`src/rtl/ahb_bus_arbiter.sv`:
```
// Round-robin AHB arbiter with address/control and write-data muxing.
// Ports: hclk/reset/hready, per-master req/lock/bus fields, grant, owners, shared bus.
module ahb_bus_arbiter #(
    parameter int NUM_MASTERS    = 4,
    parameter int MAX_BEATS      = 8,
    parameter int DEFAULT_MASTER = 0,
    localparam int MW = (NUM_MASTERS > 1) ? $clog2(NUM_MASTERS) : 1
) (
    input  logic                      hclk,
    input  logic                      reset,
    input  logic                      hready,
    input  logic [NUM_MASTERS-1:0]    hbusreq,
    input  logic [NUM_MASTERS-1:0]    hlock,
    input  logic [NUM_MASTERS*32-1:0] m_haddr,
    input  logic [NUM_MASTERS*2-1:0]  m_htrans,
    input  logic [NUM_MASTERS-1:0]    m_hwrite,
    input  logic [NUM_MASTERS*32-1:0] m_hwdata,
    output logic [NUM_MASTERS-1:0]    hgrant,
    output logic [MW-1:0]             hmaster,
    output logic [MW-1:0]             hmaster_d,
    output logic [31:0]               haddr,
    output logic [1:0]                htrans,
    output logic                      hwrite,
    output logic [31:0]               hwdata
);

    localparam int CW = (MAX_BEATS > 0) ? $clog2(MAX_BEATS + 1) : 1;

    localparam logic [1:0] TR_IDLE = 2'b00;

    function automatic logic [NUM_MASTERS-1:0] onehot(input logic [MW-1:0] i);
        onehot    = '0;
        onehot[i] = 1'b1;
    endfunction

    // The address-phase owner doubles as the round-robin pointer:
    // the search always starts just after it.
    logic [MW-1:0]          amst_q, amst_d;
    logic [MW-1:0]          dmst_q, dmst_d;
    logic [CW-1:0]          cnt_q, cnt_d;
    logic [NUM_MASTERS-1:0] gnt_q, gnt_d;

    logic [1:0]    own_trans;
    logic          own_lock;
    logic          own_beat;
    logic          arb_pt;
    logic          others;
    logic          preempt;
    logic [MW-1:0] win;
    logic [MW-1:0] idx;
    logic          found;

    assign own_trans = m_htrans[{amst_q, 1'b0} +: 2];
    assign own_lock  = hlock[amst_q];
    assign own_beat  = own_trans[1];
    assign arb_pt    = hready && (own_trans == TR_IDLE) && !own_lock;
    assign others    = |(hbusreq & ~onehot(amst_q));
    assign preempt   = (MAX_BEATS != 0) && (cnt_q == CW'(MAX_BEATS))
                       && others && !own_lock;

    // Scan owner+1 .. owner+N; the owner itself comes last.
    always_comb begin
        win   = MW'(DEFAULT_MASTER);
        found = 1'b0;
        idx   = '0;
        for (int i = 1; i <= NUM_MASTERS; i++) begin
            idx = MW'((int'(amst_q) + i) % NUM_MASTERS);
            if (!found && hbusreq[idx]) begin
                found = 1'b1;
                win   = idx;
            end
        end
    end

    always_comb begin
        amst_d = amst_q;
        dmst_d = dmst_q;
        cnt_d  = cnt_q;
        gnt_d  = gnt_q;
        if (hready) begin
            dmst_d = amst_q;
            if (arb_pt) begin
                amst_d = win;
                gnt_d  = onehot(win);
            end else if (preempt) begin
                // Owner keeps the bus until its burst ends at IDLE.
                gnt_d = '0;
            end
            if (amst_d != amst_q) begin
                cnt_d = '0;
            end else if (own_beat && (cnt_q < CW'(MAX_BEATS))) begin
                cnt_d = cnt_q + CW'(1);
            end
        end
    end

    always_ff @(posedge hclk) begin
        if (reset) begin
            amst_q <= MW'(DEFAULT_MASTER);
            dmst_q <= MW'(DEFAULT_MASTER);
            cnt_q  <= '0;
            gnt_q  <= onehot(MW'(DEFAULT_MASTER));
        end else begin
            amst_q <= amst_d;
            dmst_q <= dmst_d;
            cnt_q  <= cnt_d;
            gnt_q  <= gnt_d;
        end
    end

    assign hgrant    = gnt_q;
    assign hmaster   = amst_q;
    assign hmaster_d = dmst_q;
    assign haddr     = m_haddr[{amst_q, 5'b0} +: 32];
    assign htrans    = reset ? TR_IDLE : own_trans;
    assign hwrite    = m_hwrite[amst_q];
    assign hwdata    = m_hwdata[{dmst_q, 5'b0} +: 32];

endmodule

```
`config.mk`:
```
export PLATFORM = sky130hd
export DESIGN_NAME = ahb_bus_arbiter
export DESIGN_NICKNAME = d
export VERILOG_FILES = /design/src/rtl/ahb_bus_arbiter.sv
export SDC_FILE = /design/constraint.sdc
export NUM_CORES = 1
export LEC_CHECK = 0
export CAP_MARGIN = 0
export CORE_AREA = 4 4 134 136
export CTS_CLUSTER_DIAMETER = 60
export DETAILED_ROUTE_END_ITERATION = 8
export DIE_AREA = 0 0 138 140
export GPL_TIMING_DRIVEN = 0
export PLACE_DENSITY = 0.57
export SLEW_MARGIN = 10
export SYNTH_ARGS = -nofsm -noshare
export SYNTH_HDL_FRONTEND = slang
export SYNTH_SLANG_ARGS = --single-unit
```
`constraint.sdc`:
```
create_clock -name hclk -period 4.2 [get_ports hclk]
set_input_delay 0.63 -clock hclk [delete_from_list [all_inputs] [get_ports hclk]]
set_output_delay 0.63 -clock hclk [all_outputs]
set_load 0.02 [all_outputs]
```
### Word-level counts from Yosys, hierarchy flattened

Cells that the tools add are included.

| operators by class | value |
|---|---|
| divide/modulo/power cells | 0 |
| equality and inequality tests | 2 |
| muxes and demuxes | 30 |
| bitwise operators | 2 |
| magnitude comparators | 9 |
| shift-type cells | 3 |
| $mul | 0 |
| add/subtract/negate cells | 5 |
| reductions and logical operators | 20 |

Operators with widths:

| cell | number |
|---|---|
| 128-bit by 8-bit variable part select with 32-bit output | 2 |
| 2-bit by 3-bit less-than comparator with 1-bit output (second input constant) | 6 |
| 4-bit two-way mux | 4 |
| 2-bit two-way mux | 7 |
| 1-bit binary-select mux with 2-bit select | 6 |
| 1-bit two-way mux | 11 |
| 1-bit logical AND | 10 |
| 8-bit by 4-bit variable part select with 2-bit output | 1 |
| 2-bit by 1-bit adder with 2-bit output (second input constant) | 2 |
| 2-bit adder (second input constant) | 2 |
| 4-bit by 1-bit adder with 4-bit output (second input constant) | 1 |
| 4-bit bitwise AND | 1 |
| 1-bit demux with 2-bit select | 2 |
| 4-bit equality test (second input constant) | 1 |
| 2-bit by 1-bit greater-or-equal comparator with 1-bit output (second input constant) | 2 |
| 1-bit logical NOT | 4 |
| 4-bit less-than comparator (second input constant) | 1 |
| 4-bit inverter | 1 |
| 2-bit AND reduction | 2 |
| 2-bit nonzero test | 2 |
| 4-bit OR reduction | 1 |
| 2-bit logical NOT | 1 |
| 2-bit != test | 1 |

| storage, ports and cells | value |
|---|---|
| flip-flop bits (word level) | 12 |
| bits of input ports | 279 |
| memories | 0 |
| memory bits (writable) | 0 |
| ROM bits | 0 |
| output and inout bits | 75 |
| latch bits | 0 |

### Logic depth before layout (Yosys ltp)

Gate-level depths: netlist of the first run.

| logic depth | value |
|---|---|
| depth after elaboration | 18 |
| mapped depth | 13 |
| mapped depth without buffers | 8 |

### Least setup slack after synthesis of the first run

No wires, ideal clock.

| timing | value |
|---|---|
| path kind | register to register |
| start point | register amst_q[0], in the netlist hmaster[0] |
| end point | register cnt_q[1] |
| slack | 1,114 ps |
| library setup time | 124 ps |
| buffers on the path | 5 |
| cell stages (with the launch flop) | 14 |
| data required time | 4,076 ps |
| arrival time | 2,962 ps |
| cell sequence | dfxtp_1 buf_6 buf_2 buf_2 buf_2 inv_1 ha_1 clkbuf_1 mux2i_1 mux2i_1 inv_1 a221o_1 a31oi_2 o31ai_1 |

| between the ends | value |
|---|---|
| longest elaborated chain between the ends | 18 |
| elaborated cells between the ends (all ways) | 39 |

Ends and longest elaborated chain:

| element | line | source |
|---|---|---|
| from (decl) | 38 | `logic [MW-1:0] amst_q, amst_d;` |
| from (signal assigned) | 99 | `amst_q <= MW'(DEFAULT_MASTER);` |
| from (signal assigned) | 104 | `amst_q <= amst_d;` |
| 2-bit by 1-bit adder with 2-bit output | 67 | `idx = MW'((int'(amst_q) + i) % NUM_MASTERS);` |
| 1-bit binary-select mux with 2-bit select | 68 | `if (!found && hbusreq[idx]) begin` |
| 1-bit two-way mux (implied by the code) | 68 |  |
| 1-bit two-way mux | 68 |  |
| 1-bit logical NOT | 68 |  |
| 1-bit logical AND | 68 |  |
| 1-bit two-way mux | 68 |  |
| 1-bit logical NOT | 68 |  |
| [... 2 more ...] | n/a |  |
| 1-bit logical NOT | 68 |  |
| 1-bit logical AND | 68 |  |
| 2-bit two-way mux | 68 |  |
| 2-bit two-way mux | 82 | `if (arb_pt) begin` |
| 2-bit two-way mux | 80 | `if (hready) begin` |
| 2-bit != test | 89 | `if (amst_d != amst_q) begin` |
| 2-bit nonzero test (no source line) | n/a |  |
| 2-bit AND reduction (no source line) | n/a |  |
| to (signal assigned) | 106 | `cnt_q <= cnt_d;` |
| to (decl) | 40 | `logic [CW-1:0] cnt_q, cnt_d;` |

Parallel ways exist; a longest one is shown, timed or not. The select of a mux whose other input is x is not followed.
A chain may end at the register's enable or synchronous reset.

### Worst setup path in the final report of the first run

| timing | value |
|---|---|
| start point | register amst_q[1], in the netlist hmaster[1] |
| end point | output port haddr[7] |

| between the ends | value |
|---|---|
| longest elaborated chain between the ends | 1 |

Ends and longest elaborated chain:

| element | line | source |
|---|---|---|
| 128-bit by 8-bit variable part select with 32-bit output | 114 | `assign haddr = m_haddr[{amst_q, 5'b0} +: 32];` |
| to (decl) | 21 | `output logic [31:0] haddr,` |

Every way passes these cells.

==> run metrics, run 1 <==
status complete, no violations; final hold vios 0; Int Power roughly 0.68 mW; mean number of vias per cell about 4.5; H-tree depth 1; footprint of the multi-input gates ~0.0022 sq mm; Critical Path End Type output port; Worst Tran Pin Value between 0.8 and 0.9 ns; synth warn 0; Final nets roughly 840; Die Height about 140 um; Die X roughly 140 um; die area ~0.019 sq mm; hold-fix buffers at CTS 0; Worst path max stage delay between 0.5 and 0.6 ns; commonest non-fill, non-tap cell in the layout clkdlybuf4s50_1; Hold Path Origin hgrant[3]; largest net degree at the start of global routing 11; final core utilization approximately two fifths; Combinational Power Share 67.4%; synthesized area per cell 12.54 sq um; Rows 48; Area Overhead vs Synth 151.9%; Clk pin slew, worst setup/hold paths approximately 0.040 ns; total gr overflow 0; maximum clock frequency approximately 280 MHz; Initial Utilization between 15 and 20%; core footprint between 0.015 and 0.02 sq mm; RSZ-0062 raised after global routing no; Ports between 300 and 400; kind of path behind the tightest hold check flip-flop to flip-flop; GR Util met1 approximately 17%; critical path class flip-flop to output port; GP Congestion between 0.9 and 1; Setup Viol. Count Final 0; Slew HR between 40 and 50%; CTS tree built; Leakage approximately 2.2 nW; synth unique cells 42; Clock Power Share between 10% and 20%; Crit path required time ~3.6 ns; Setup TNS Final 0 ns; Worst path slowest cell clkdlybuf4s50_1; clk_lat worst skew about 0.23 ns; Clock Skew about 0.0011 ns; met3 Usage GRT around 5.1%; max-cap viol count 0; GRT Util Overall 16.28%; DRT Pass-1 Iters 4; worst-path fanout max 10; critical path, cell by cell buf_2 -> buf_1 -> buf_1 -> mux4_2 -> clkdlybuf4s50_1; Post-CTS Setup Inserts 0; crit path launch hmaster[1]; clock root cell clkbuf_16; Fillers approximately 1,700; 1st-iter DRT viols ~100; # DRC 0; Net Sw Power between 0.2 and 0.3 mW; Max clock buf depth 2; port bufs 350; Yosys top cell by area mux4_2; DP HPWL about 15,000 um; met2 GRT Util about 32%; top cells by area, synth mux4_2 61%, dfxtp_1 9.4%, ha_1 2.9%; first-pass GRT wire length about 25,000 um; sequential element share of the synthesized area under 10%; Mapped Nets just under 500; vias in the first global route slightly above 4,000; minimum clock period roughly 3.6 ns; Reg power frac ~13%; Syn Inst Count about 200; number of routed nets with antenna violations 0; Final Routed Wirelength between 15,000 and 20,000 um; share of the synthesized area in the top cell type just over 60%; share of cells above drive strength 1 between 10% and 20%; critical path arrival 2.94 ns; CTS Buf Count 3; Num Clock Sinks 12; Netlist Area Pre-Place approximately 0.0026 sq mm; Storage cell area ~240 sq um; Resized cells post-CTS 0; Top Usage Layer GRT met2; #FFs+latches synth 12; most frequent cells in the layout 350 x clkdlybuf4s50_1, 69 x mux4_2, 12 x dfxtp_1; peak supply drop ~0.00012 V; fin crit share 85.04%; per-cell routed wire length about 21 um; PwrDens between 100 and 150 mW/mm^2; sw frac approximately 29%; Crit Reg-Reg Startpoint hmaster[0]; initial antenna violation count 4; Slew Viols, Final 0; Crit path top cell by count buf_1; startpoint types flip-flop; via count 3,528
[state kept, by name, indices dropped and copies added (netlist names)]
signal and count:
cnt_q 4, hgrant 4, hmaster 2, hmaster_d 2
[Yosys cell counts]
cell type	n
dfxtp_1	12
ha_1	6
o22ai_1	3
a2bb2oi_1	1
a221oi_1	1
a31oi_1	2
nor4b_1	1
xnor2_1	1
buf_2	8
buf_1	4
nor3_1	8
o31ai_1	2
a221o_1	1
or3_1	1
nor2b_1	5
nand2b_1	1
and2_1	1
clkbuf_1	11
o2111ai_1	2
a22oi_1	1
o21bai_1	1
o21a_1	1
a211oi_2	1
buf_6	1
nand3b_1	2
a21oi_1	6
nand3_1	2
nand2_1	7
o21ai_1	1
o21ai_0	3
clkbuf_2	1
a211oi_1	1
inv_1	11
nor3b_1	3
o2111a_1	1
nor2_1	8
and3b_1	3
mux4_2	69
or3b_2	1
a311o_1	2
mux2i_1	6
a31oi_2	1
[logic make-up after synthesis]
kind of cell	synth area share (%)
AO/OA/AOI/OAI	8.904
XOR/XNOR	0.3425
adder cells (fa/ha/maj)	2.935
buffers and inverters	6.017
flip-flops	9.393
multiplexers	63.11
AND/OR/NAND/NOR	9.296
[metrics by stage]
step	hold slack [ns]	cells	total power [mW]	worst slack (ns)	area, sq um
2_1_floorplan	0.4817	204	0.3642	1.114	2557
6_report	0.4592	787	0.9597	0.6283	6441
4_1_cts	0.4605	783	0.9720	0.5326	6431
3_3_place_gp	0.4540	779	0.7678	0.6632	6342
5_1_grt	0.5158	787	1.006	0.3065	6441
3_5_place_dp	0.4547	779	0.7735	0.5991	6342
[area by class of cell]
type                       count  share of cell area [%]
antenna                        4                  0.1554
buffer                        25                   1.748
clock buffer                   4                   1.379
inverter                      11                  0.6410
multi-input combinational    156                   33.59
sequential                    12                   3.730
tap                          225                   4.371
timing repair buffer         350                   54.39
[power groups by stage]
stage,combinational (mW),sequential (mW),clock [mW]
after floorplan,0.238,0.126,0
after global placement,0.644,0.124,0
after detailed placement,0.649,0.124,0
after CTS,0.654,0.122,0.196
after global routing,0.683,0.123,0.201
final,0.647,0.122,0.191
[routing by layer]
metal,wire length [um],up-vias
li1,-,1586
met1,5607,1697
met2,9307,237
met3,1635,8
met4,174,0
met5,0,-
[worst max-delay path, delay by kind of cell (launching register included)]
kind	cells	cell delay, ns
buf+inv	4	1.90
flops	1	0.37
mux	1	0.43
[final timing paths]
| check | endpoint | slack (ns) | cells past startpoint |
|---|---|---|---|
| worst max-delay path | haddr[7] | 0.63 | 5 |
| worst max register to register | cnt_q[1] | 0.70 | 13 |
| worst min-delay path | hgrant[3] | 0.46 | 2 |
| worst min register to register | hgrant[3] | 0.46 | 2 |
Power figures use the tool's default switching activity.
==> run 2: changes to the inputs <==
- CORE_AREA: 4 4 134 136 -> 4 4 136 138
- DIE_AREA: 0 0 138 140 -> 0 0 140 142
- PLACE_DENSITY: 0.57 -> 0.56
- SETUP_SLACK_MARGIN: unset -> 0.5
- clock period: 4.2 -> 4.3 ns (I/O delays scaled with it)
==> run 2 against run 1 <==
  * Count of clock-buffer cells in the layout unchanged
  * Via count is 2.0% lower
  * Hold slack better by 0.011 ns
  * Die area up 2.9%
  * Sequential cell count unchanged
  * Wire length decreased by 3.3%
  * Critical endpoint unchanged
  * Largest cell class unchanged
  * Largest power group unchanged
==> run metrics, run 2 (synthesis gave the netlist of run 1 again) <==
Leakage 2.156 nW (was 2.157 nW); Setup Viol. Count Final 0 (unchanged); Die X 140 um (was 138 um); 1st-iter DRT viols 66 (was 101); critical path class flip-flop to output port (unchanged); Post-CTS Setup Inserts 0 (unchanged); Final nets 844 (unchanged); vias in the first global route 3,923 (was 4,053); die area 0.01988 sq mm (was 0.01932 sq mm); startpoint types flip-flop (unchanged); Slew Viols, Final 0 (unchanged); Hold Slack 0.4700 ns (was 0.4592 ns); minimum clock period 3.549 ns; clk_lat worst skew 0.24 ns (was 0.23 ns); Initial Utilization 14.89% (was 15.10%); hold-fix buffers at CTS 0 (unchanged); Num Clock Sinks 12 (unchanged); first-pass GRT wire length 23,370 um (was 24,810 um); Slew HR 42.00% (was 42.82%); Ports 354 (unchanged); final hold vios 0 (unchanged); number of routed nets with antenna violations 0 (unchanged); most frequent cells in the layout 350 x clkdlybuf4s50_1, 69 x mux4_2, 12 x dfxtp_1 (unchanged); per-cell routed wire length 20.63 um (was 21.25 um); max-cap viol count 0 (unchanged); via count 3,458 (was 3,528); GP Congestion 0.8431 (was 0.9391); Setup TNS Final 0 ns (unchanged); share of cells above drive strength 1 15.41% (unchanged); clock root cell clkbuf_16 (unchanged); Max clock buf depth 2 (unchanged); Critical Path End Type output port (unchanged); status complete, no violations (unchanged); Final Routed Wirelength 16,170 um (was 16,720 um); Worst Tran Pin Value 0.8700 ns (was 0.8577 ns); Final WS setup 0.7515 ns (was 0.6283 ns); Clk pin slew, worst setup/hold paths 0.04 ns (about the same); total gr overflow 0 (unchanged); peak supply drop 0.00009830 V (was 0.0001184 V); Die Height 142 um (was 140 um); critical path arrival 2.90 ns (was 2.94 ns); kind of path behind the tightest hold check flip-flop to flip-flop (unchanged); Rows 48 (unchanged); Resized cells post-CTS 0 (unchanged); DRT Pass-1 Iters 4 (unchanged); RSZ-0062 raised after global routing no (unchanged); # DRC 0 (unchanged); CTS tree built (unchanged); PwrDens 145.4 mW/mm^2 (was 149.0 mW/mm^2); Place WS 0.7440 ns (was 0.5991 ns); mean number of vias per cell 4.411 (was 4.483); Clock Skew 0.001737 ns (was 0.001149 ns); initial antenna violation count 2 (was 4); DP HPWL 14,700 um (was 15,030 um); largest net degree at the start of global routing 11 (unchanged); core footprint 0.01718 sq mm (was 0.01694 sq mm); port bufs 350 (unchanged); CTS Buf Count 3 (unchanged); Crit path required time 3.65 ns (was 3.57 ns); Post-Layout Cell Count 784 (was 787); Area Overhead vs Synth 151.7% (was 151.9%); worst-path fanout max 10 (unchanged); placed cells 779 (unchanged); fin crit share roughly 83%; maximum clock frequency between 200 and 300 MHz; commonest non-fill, non-tap cell in the layout clkdlybuf4s50_1 (unchanged); H-tree depth 1 (unchanged); GRT Util Overall 15.13% (was 16.28%)
==> run 2: worst max-delay path, stage by stage (launching register included) <==
cell and delay [ns]:
dfxtp_1 0.41, buf_2 0.27, buf_1 0.46, buf_1 0.54
mux4_2 0.40, clkdlybuf4s50_1 0.58
==> run 2: report_power, final <==
| group | internal (mW) | leakage, nW | total, mW | switching, mW |
|---|---|---|---|---|
| clock network | 0.140 | 0.0442 | 0.189 | 0.0485 |
| registers | 0.116 | 0.0972 | 0.119 | 0.00343 |
| logic | 0.411 | 2.01 | 0.628 | 0.216 |
==> run 2: through the flow <==
step | area (sq um) | power (mW) | util, %
global route | 6436 | 0.9834 | 37.47
CTS | 6431 | 0.9487 | 37.44
detailed placement | 6342 | 0.7522 | 36.92
global placement | 6342 | 0.7491 | 36.92
floorplan | 2557 | 0.3557 | -
finish | 6436 | 0.9357 | 37.47
==> run 2: final timing paths <==
kind,from,endpoint,slack [ns],depth (start not counted)
max,hmaster[1],haddr[7],0.75,5
min reg2reg,hgrant[3],hgrant[3],0.47,2
min,hgrant[3],hgrant[3],0.47,2
max reg2reg,hmaster[0],cnt_q[1],0.90,13
==> run 2: area by class of cell <==
class                           instances  area [sq um]
Antenna cell                            1         2.502
Buffer                                 25         115.1
Clock buffer                            4         88.84
Fill cell                            1689         10740
Inverter                               11         41.29
Multi-Input combinational cell        156          2163
Sequential cell                        12         240.2
Tap cell                              225         281.5
Timing Repair Buffer                  350          3503
==> run 2: per-layer routing <==
| metal | GRT usage, % | part of all wire (%) | routed length [um] | vias to the layer above |
|---|---|---|---|---|
| met5 | 0 | 0.080 | 13 | - |
| met4 | 3.774 | 2.3 | 367 | 2 |
| met3 | 5.208 | 11 | 1701 | 20 |
| met2 | 29.68 | 54 | 8755 | 229 |
| met1 | 15.28 | 33 | 5334 | 1621 |
| li1 | - | - | - | 1586 |
==> run 3: changes to the inputs <==
- CORE_AREA: 4 4 136 138 -> 4 4 135 137
- DIE_AREA: 0 0 140 142 -> 0 0 139 141
- PLACE_DENSITY: 0.56 -> 0.58
- clock period: 4.3 -> 3.01 ns (I/O delays scaled with it)
==> run 3 against run 2 <==
  * Count of clock-buffer cells in the layout is the same
  * Wire length grew 0.57%
  * Non-clock buffer count grew 14
  * Via count grew 2.8%
  * Largest power group unchanged
==> run metrics, run 3 (synthesis gave the netlist of run 1 again) <==
minimum clock period roughly 2.5 ns; Clock Power Share 18.7% (was 20.2%); number of routed nets with antenna violations 0 (unchanged); initial antenna violation count 1 (was 2); Combinational Power Share 68.4% (was 67.1%); status complete, no violations (unchanged); Final Routed Wirelength 16,260 um (was 16,170 um); max-cap viol count 0 (unchanged); Net Sw Power 0.3978 mW (was 0.2683 mW); H-tree depth 1 (unchanged); per-cell routed wire length 20.38 um (was 20.63 um); Final nets 858 (was 844); first-pass GRT wire length 23,000 um (was 23,370 um); Die X 139 um (was 140 um); CTS tree built (unchanged); Setup TNS Final 0 ns (unchanged); total gr overflow 0 (unchanged); Placement Cell Area 0.006380 sq mm (was 0.006342 sq mm); die area 0.01960 sq mm (was 0.01988 sq mm); Rows 48 (unchanged); placed cells 779 (unchanged); # DRC 0 (unchanged); Ports 354 (unchanged); largest net degree at the start of global routing 11 (unchanged); critical path arrival 2.58 ns (was 2.90 ns); 1st-iter DRT viols 110 (was 66); Clk pin slew, worst setup/hold paths 0.05 ns (was 0.04 ns); Clock Skew 0.006991 ns (was 0.001737 ns); maximum clock frequency between 400 and 500 MHz; Area Overhead vs Synth 158.9% (was 151.7%); kind of path behind the tightest hold check flip-flop to flip-flop (unchanged); port bufs 350 (unchanged); via count 3,555 (was 3,458); commonest non-fill, non-tap cell in the layout clkdlybuf4s50_1 (unchanged); most frequent cells in the layout 285 x clkdlybuf4s50_1, 69 x mux4_2, 47 x dlygate4sd2_1 (was 350 x clkdlybuf4s50_1, 69 x mux4_2, 12 x dfxtp_1); GRT Util Overall 15.00% (was 15.13%); Hold Slack 0.4614 ns (was 0.4700 ns); mean number of vias per cell 4.455 (was 4.411); sw frac 30.38% (was 28.67%); Reg power frac 13.0% (was 12.8%); Initial Utilization 14.99% (was 14.89%); Int Power 0.9114 mW (was 0.6674 mW); Post-Layout Cell Count 798 (was 784); worst-path fanout max 7 (was 10); Worst Tran Pin Value 0.4480 ns (was 0.8700 ns); PwrDens 197.7 mW/mm^2 (was 145.4 mW/mm^2); Crit Reg-Reg Endpoint cnt_q[1] (unchanged); fin crit share between 80% and 90%; DRT Pass-1 Iters 7 (was 4); startpoint types flip-flop (unchanged); RSZ-0062 raised after global routing yes (was no); DP HPWL 14,300 um (was 14,700 um); Slew HR 69.82% (was 42.00%); Leakage 2.388 nW (was 2.156 nW); CP endpoint cnt_q[1] (was haddr[7]); Crit Reg-Reg Startpoint hmaster[0] (unchanged); GP Congestion 0.9199 (was 0.8431); crit path launch hmaster[0] (was hmaster[1]); clock root cell clkbuf_16 (unchanged); CTS Buf Count 3 (unchanged); post-route cell area 0.006621 sq mm (was 0.006436 sq mm); Setup Viol. Count Final 0 (unchanged); share of cells above drive strength 1 23.08% (was 15.41%); Die Height 141 um (was 142 um); clk_lat worst skew 0.24 ns (about the same); critical path class flip-flop to flip-flop (was flip-flop to output port); cells on worst reg2reg path 13 (unchanged); Hold Path Origin hgrant[3] (unchanged); final hold vios 0 (unchanged); Max clock buf depth 2 (unchanged); Num Clock Sinks 12 (unchanged); Crit path required time 3.12 ns (was 3.65 ns); vias in the first global route 3,925 (was 3,923); Reg2Reg Setup Slack 0.54 ns (was 0.90 ns); core footprint 0.01706 sq mm (was 0.01718 sq mm); Slew Viols, Final 0 (unchanged); peak supply drop 0.0002218 V (was 0.00009830 V); Critical Path End Type flip-flop (was output port)
## run 3: cell types whose count changed in the layout (fill, tap and decap cells not counted), sizes merged
cell / change
clkbuf: -1
dlymetal6s2s: +2
clkdlybuf4s15: +2
clkdlybuf4s50: -65
inv: -1
buf: +29
clkinv: +1
dlygate4sd2: +47
## run 3: how the worst min path moves through the flow
stage / end / cells past startpoint
2_1_floorplan: cnt_q[2] / 2
3_5_place_dp: hgrant[3] / 2
6_report: hgrant[3] / 2
5_1_grt: hgrant[3] / 2
3_3_place_gp: hgrant[3] / 2
4_1_cts: hgrant[3] / 2
## run 3: repair_timing
| action | in CTS | in global routing |
|---|---|---|
| pin swaps | 5 | 5 |
| resized for setup | 147 | 19 |
| setup buffers | 8 | 6 |
| hold endpoints to repair | 0 | 0 |
| hold buffers | 0 | 0 |
| setup endpoints to repair | 76 | 31 |
## run 3: cell type report
class | count | area, sq um
fillers | 1640 | 10440
inverters | 11 | 53.80
well taps | 225 | 281.5
flip-flops and latches | 12 | 244.0
clock buffers | 4 | 78.83
repair buffers | 364 | 3497
multi-input cells | 156 | 2217
plain buffers | 25 | 246.5
diodes | 1 | 2.502
## run 3: per-layer routing
layer | global-route usage [%] | share of wire [%] | up-vias
li1 | - | - | 1615
met1 | 15.87 | 35 | 1682
met2 | 29.38 | 54 | 242
met3 | 4.444 | 9.2 | 16
met4 | 2.987 | 1.7 | 0
met5 | 0 | 0 | -
## run 3: per-stage QoR
| step | power [mW] | worst slack (ns) | util [%] |
|---|---|---|---|
| 2_1_floorplan | 0.5143 | 0.5033 | - |
| 4_1_cts | 1.307 | 0.4755 | 38.26 |
| 6_report | 1.309 | 0.5364 | 38.82 |
| 5_1_grt | 1.373 | 0.4642 | 38.82 |
| 3_5_place_dp | 1.086 | -0.3056 | 37.40 |
| 3_3_place_gp | 1.080 | -0.3292 | 37.40 |
## run 3: critical path, stage by stage, from the launching register on
cell      delay [ns]
dfxtp_4         0.35
buf_8           0.12
buf_8           0.12
buf_12          0.13
buf_12          0.13
clkinv_8        0.04
ha_4            0.18
buf_8           0.13
mux2i_4         0.18
mux2i_1         0.15
inv_1           0.06
a221o_1         0.39
a31oi_4         0.24
o31ai_1         0.11
## run 3: power groups by stage
stage / clock (mW) / sequential, mW / combinational, mW
4_1_cts: 0.248 / 0.170 / 0.889
3_3_place_gp: 0 / 0.172 / 0.908
6_report: 0.245 / 0.170 / 0.895
2_1_floorplan: 0 / 0.176 / 0.339
5_1_grt: 0.257 / 0.171 / 0.946
3_5_place_dp: 0 / 0.173 / 0.913
